## config.mk

```make
export PLATFORM = sky130hd
export DESIGN_NAME = cpu_press_gen
export DESIGN_NICKNAME = d
export VERILOG_FILES = /design/src/rtl/cpu_press_pkg.sv /design/src/rtl/cpu_press_gen_holdoff_timer.sv /design/src/rtl/cpu_press_gen.sv
export SDC_FILE = /design/constraint.sdc
export NUM_CORES = 1
export LEC_CHECK = 0
export BUFFER_PORTS_ARGS = -buffer_cell sky130_fd_sc_hd__buf_2
export CORE_AREA = 2 2 39 41
export CTS_BUF_LIST = sky130_fd_sc_hd__clkbuf_4 sky130_fd_sc_hd__clkbuf_8
export DETAILED_ROUTE_END_ITERATION = 8
export DIE_AREA = 0 0 41 43
export SLEW_MARGIN = 0
export SYNTH_ARGS = -nofsm -noshare
export SYNTH_HDL_FRONTEND = slang
export SYNTH_SLANG_ARGS = --single-unit
```

## constraint.sdc

```tcl
create_clock -name clk -period 3.2 [get_ports clk]
set_clock_uncertainty 0.2 [all_clocks]
set_input_delay 0 -clock clk [delete_from_list [all_inputs] [get_ports clk]]
set_output_delay 0 -clock clk [all_outputs]
set_load 0.01 [all_outputs]
```

## src/rtl/cpu_press_pkg.sv

```systemverilog
// Shared types and constants for the computer-opponent press generator.
package cpu_press_pkg;

    typedef enum logic [1:0] {IDLE, PRESS, RELEASE, HOLDOFF} cpu_state_t;

    // Must match the LFSR instantiation width.
    localparam int CPU_WIDTH = 9;

endpackage

```

## src/rtl/cpu_press_gen_holdoff_timer.sv

```systemverilog
// holdoff_timer: loadable down-counter with a zero flag, used to throttle the opponent.
module holdoff_timer #(
    parameter int CW = 3
) (
    input  logic          clk,
    input  logic          reset,
    input  logic          load,
    input  logic [CW-1:0] load_value,
    input  logic          dec,
    output logic          zero
);

    logic [CW-1:0] count;

    always_ff @(posedge clk) begin
        if (reset) begin
            count <= '0;
        end else if (load) begin
            count <= load_value;
        end else if (dec && count != '0) begin
            count <= count - 1'b1;
        end
    end

    assign zero = (count == '0);

endmodule

```

## src/rtl/cpu_press_gen.sv

```systemverilog
// cpu_press_gen: turns LFSR values and a difficulty level into single-cycle press pulses.
// Define CPU_HOLDOFF_EN to add an enforced idle period of HOLDOFF_CYCLES after each press.
module cpu_press_gen
    import cpu_press_pkg::*;
#(
    parameter int WIDTH          = CPU_WIDTH,
    parameter int HOLDOFF_CYCLES = 4
) (
    input  logic             clk,
    input  logic             reset,
    input  logic             enable,
    input  logic [WIDTH-1:0] rnd,
    input  logic [WIDTH-1:0] level,
    output logic             press,
    output logic             busy
);

    logic [WIDTH-1:0] rnd_q;
    logic [WIDTH-1:0] level_q;
    logic             hit_q;
    cpu_state_t       state;
    cpu_state_t       state_next;

    // Stage 1: register the decision so the FSM sees a clean, one-cycle-old hit.
    // NOTE: sequential state uses non-blocking assignments so every register samples pre-edge values.
    always_ff @(posedge clk) begin
        if (reset) begin
            rnd_q   <= '0;
            level_q <= '0;
            hit_q   <= 1'b0;
        end else begin
            rnd_q   <= rnd;
            level_q <= level;
            hit_q   <= (level > rnd);
        end
    end

    always_ff @(posedge clk) begin
        if (reset) begin
            state <= IDLE;
        end else begin
            state <= state_next;
        end
    end

`ifdef CPU_HOLDOFF_EN
    localparam int CW = $clog2(HOLDOFF_CYCLES + 1);

    logic cnt_zero;

    holdoff_timer #(
        .CW(CW)
    ) u_holdoff_timer (
        .clk       (clk),
        .reset     (reset),
        .load      (state == PRESS),
        .load_value(CW'(HOLDOFF_CYCLES - 1)),
        .dec       (state == HOLDOFF),
        .zero      (cnt_zero)
    );
`endif

    // NOTE: state_next gets a default first so no path through the case can infer a latch.
    always_comb begin
        state_next = state;
        case (state)
            IDLE:    if (enable && hit_q) state_next = PRESS;
`ifdef CPU_HOLDOFF_EN
            PRESS:   state_next = enable ? HOLDOFF : IDLE;
            HOLDOFF: if (!enable || cnt_zero) state_next = IDLE;
`else
            PRESS:   state_next = enable ? RELEASE : IDLE;
            HOLDOFF: state_next = IDLE;
`endif
            RELEASE: state_next = IDLE;
            default: state_next = IDLE;
        endcase
    end

    always_comb begin
        press = (state == PRESS);
        busy  = (state != IDLE);
    end

    // The registered copies always agree with the registered hit once out of reset.
    always_ff @(posedge clk) begin
        if (!reset) begin
            assert (hit_q == (level_q > rnd_q) && HOLDOFF_CYCLES >= 1);
        end
    end

endmodule

```

# ---- Word level (Yosys, flattened, before mapping)
# Index checks and enable logic that the tools add are counted.
dict set report totals {
  regBits 3
  output_inout_bits 2
  word_cells 14
}
dict set report classes {
  order_cmp 1
  n_eq_ne 4
  mux 3
  reduce_logical 4
}
# cell n
set ops {}
lappend ops {{9-bit > comparator} 1}
lappend ops {{2-bit case mux with 3 select lines} 1}
lappend ops {{2-bit equality test (second input constant)} 2}
lappend ops {{2-bit 2-to-1 mux} 2}
lappend ops {{2-bit by 1-bit equality test with 1-bit output (second input constant)} 1}
lappend ops {{2-bit logical NOT} 1}
lappend ops {{2-bit inequality test (second input constant)} 1}
lappend ops {{2-bit nonzero test} 1}
lappend ops {{2-bit OR reduction} 1}
lappend ops {{1-bit logical AND} 1}

# ---- Logic depth before layout (Yosys ltp)
dict set report depth {
  ltp_word 3
  depth_mapped 6
  mapped_depth_nobuf 6
}

# ---- Worst setup path after synthesis
# No wires, ideal clock.
dict set report synth_timing {
  path_kind {input to register}
  startpoint {input port rnd[1]}
  endpoint {register hit_q}
  setup_time_ps 122
  arrival_ps 773
  required_time_ps 2878
  slack_ps 2106
  stages 6
  cell_sequence {inv_1 -> ha_1 -> nor2b_1 -> o21a_1 -> o21ai_0 -> a21oi_1}
}
dict set report synth_via {
  elab_chain_cells 1
}
# item line_no
set synth_lines {}
lappend synth_lines {{start, declared} cpu_press_gen.sv:12} ;# input logic [WIDTH-1:0] rnd,
lappend synth_lines {{9-bit > comparator} cpu_press_gen.sv:34} ;# hit_q <= (level > rnd);
lappend synth_lines {{end signal, assigned} cpu_press_gen.sv:34}
lappend synth_lines {{end, declared} cpu_press_gen.sv:20} ;# logic hit_q;
# No other way between the ends.
# A chain may end at the register's enable or synchronous reset.

# ---- Worst setup path in the final report
dict set report layout_timing {
  startpoint {input port level[2]}
  endpoint {register hit_q}
}
dict set report layout_via {
  elab_chain_cells 1
}
# item line_no
set layout_lines {}
lappend layout_lines {{start, declared} cpu_press_gen.sv:13} ;# input logic [WIDTH-1:0] level,
lappend layout_lines {{9-bit > comparator} cpu_press_gen.sv:34}
# No other way between the ends.

==> reports/qor.csv <==
metric,value,unit
status,completed,
fin crit period,1.867,ns
Port Buffer Count,22,
post-synthesis mux area share,0,%
fin area,528.0,um2
simple-gate share of the synthesized area,17.32,%
vias,378,
Final Max Slew Viols,0,
routability cong.,0.5602,
cells on worst reg2reg path,3,
fillers,159,
largest cells by area after synthesis,"ha_1 35%, dfxtp_1 19%, inv_1 11%",
synth unique cells,18,
hold violation total from the final report,0,
clk sink count,3,
die height,43,um
internal power,120.3,uW
Ys Warns,0,
Yosys top cell area share,35.43,%
drt total wl,678,um
syn avg cell area,8.149,um2
Min Hold Slack,0.2613,ns
Gate power share,27.5,%
share of cells above drive strength 1,38.57,%
Overflow after GRT,0,
Power Density,297.1,mW/mm2
unrepaired setup endpoints after global routing,no,
n_diodes,0,
post-synthesis compound-gate area fraction,17.72,%
# rows,14,
gr usage total,9.629,%
Post-Synth XOR/XNOR Area,0,%
Setup crit start kind,primary input,
mapped cell area,317.8,um2
flop and latch count out of synthesis,3,
final total power,156.9,uW
CP max FO,2,
Final Cycle Share,58.35,%
Synth area leader,ha_1,
drt pass-1 iters,4,
Crit Path Category,primary input to flip-flop,
Final setup viols,0,
first-pass GRT wire length,1138,um
Seq pwr share,25.5,%
Switch Pwr,36.58,uW
Num CTS Buffers,3,
post-synthesis sequential area ratio,18.90,%
Hold Path Cell Cnt,1,
Slew headroom,85.81,%
Setup crit end kind,flip-flop,
largest family of logic cells by synthesized area,adder cells,
"slowest stage delay, CP",0.54,ns
Routed wire per std cell,7.884,um
DRC errors left,0,
CTS tree,built,
Final Core Density,38.16,%
Worst-path clk slew,0.04,ns
most frequent CP cell,dlygate4sd3_1,
critical path depth,7,
Setup TNS,0,ns
DRT iter0 DRCs,4,
Clk pwr share,47.0,%
Sw Share,23.32,%
Die X,41,um
Synth Instances,39,
pin count of the biggest net entering global routing,5,
hold crit path type,flip-flop to flip-flop,
initial antenna violation count,0,
Via density,4.395,
Placement Cell Area,447.9,um2
Fmax,535.6,MHz
Post-DRT Antenna Nets,0,
HPWL after detailed placement,592.4,um
Post-CTS Setup Bufs,0,
kind of cell adding the most delay to the critical path,buffers and inverters,
vias in the first global route,354,
cts repair resizes,0,
Clock Root Buffer,clkbuf_4,
Post-CTS Hold Buffers,5,
Clock Path Buffers,2,
die area,0.001763,mm2
net count after synthesis,69,
H-tree depth,1,
clock insertion delay at the later pin of the skew report,0.23,ns
IO Pins,23,
worst-path cell chain,dlygate4sd3_1 > buf_2 > ha_1 > o21a_1 > o21ai_0 > a21oi_1 > dlygate4sd3_1,
P&R area growth vs syn,66.14,%
leakage,0.0003215,uW
crit path max-delay cell type,dlygate4sd3_1,
Core Region,0.001384,mm2
Initial Util,22.97,%
Max Cap Viol,0,
CP arrival,1.78,ns
Nets,101,
Least-Margin Pin Slew,0.2098,ns
CP Buf/Inv Count,3,
Crit path required time,3.12,ns
Worst VDD drop,0.1571,mV
Synth Area in Adders,35.43,%
## cell type report
| type | instances | area, um2 | area share [%] |
|---|---|---|---|
| Inverter | 9 | 33.78 | 6.398 |
| Sequential cell | 3 | 60.06 | 11.37 |
| Tap cell | 16 | 20.02 | 3.791 |
| Timing Repair Buffer | 27 | 160.2 | 30.33 |
| Clock buffer | 4 | 30.03 | 5.687 |
| Multi-Input combinational cell | 27 | 224.0 | 42.42 |
## layer usage
layer,wire length [um],share of wire (%),vias up,GRT usage [%]
met4,0,0,0,10.00
met3,35,5.2,0,1.571
met2,388,57,11,16.56
met1,254,37,169,8.013
met5,0,0,-,0
li1,-,-,198,-
## logic make-up after synthesis
| group | after synthesis |
|---|---|
| flip-flops | 3 |
| buffers and inverters | 9 |
| AND/OR/NAND/NOR | 9 |
| AO/OA/AOI/OAI | 9 |
| adder cells (fa/ha/maj) | 9 |
## final timing paths
check        slack (ns)               endpoint                  start
max                1.33       hit_q$_SDFF_PP0_               level[2]
min                0.26  state[0]$_SDFFE_PP0P_  state[0]$_SDFFE_PP0P_
max reg2reg        1.76  state[1]$_SDFFE_PP0P_  state[1]$_SDFFE_PP0P_
min reg2reg        0.26  state[0]$_SDFFE_PP0P_  state[0]$_SDFFE_PP0P_
## power by group through the flow
| stage | combinational [uW] | sequential (uW) | clock [uW] |
|---|---|---|---|
| 2_1_floorplan | 21.9 | 40.3 | 0 |
| 4_1_cts | 44.3 | 39.9 | 78.0 |
| 3_3_place_gp | 38.5 | 40.5 | 0 |
| 3_5_place_dp | 39.7 | 40.5 | 0 |
| 5_1_grt | 50.7 | 40.1 | 81.6 |
| 6_report | 43.2 | 40.0 | 73.7 |
## through the flow
step,instances,setup WS (ns)
3_3_place_gp,77,1.966
3_5_place_dp,77,1.947
4_1_cts,86,1.338
6_report,86,1.333
2_1_floorplan,39,2.106
5_1_grt,86,1.252
## Yosys cell counts (all sizes together)
master  n
nand2b  1
o21ai   2
ha      9
nor2    1
or2     1
nand4   1
a41o    1
o21a    1
dfxtp   3
nor3b   1
inv     9
a21o    1
nand2   1
a21oi   3
nor4b   1
nor2b   2
a31oi   1
## state kept, by name (all words and copies together), names as in the netlist
name and cells:
hit_q 1, state 2
## placed cells by master (no fill, tap or decap)
master and count:
o21ai_1 1, o21a_1 1, a21oi_1 3, inv_1 9, nor2b_1 2, nand2_1 1
buf_2 22, nor4b_1 1, ha_1 9, a31oi_1 1, nor3b_1 1, clkbuf_4 4
dlygate4sd3_1 5, nand2b_1 1, dfxtp_1 3, o21ai_0 1, a41o_1 1, or2_2 1
nor2_1 1, a21o_1 1, nand4_1 1
Note: power is estimated with default switching activity, not from simulation.
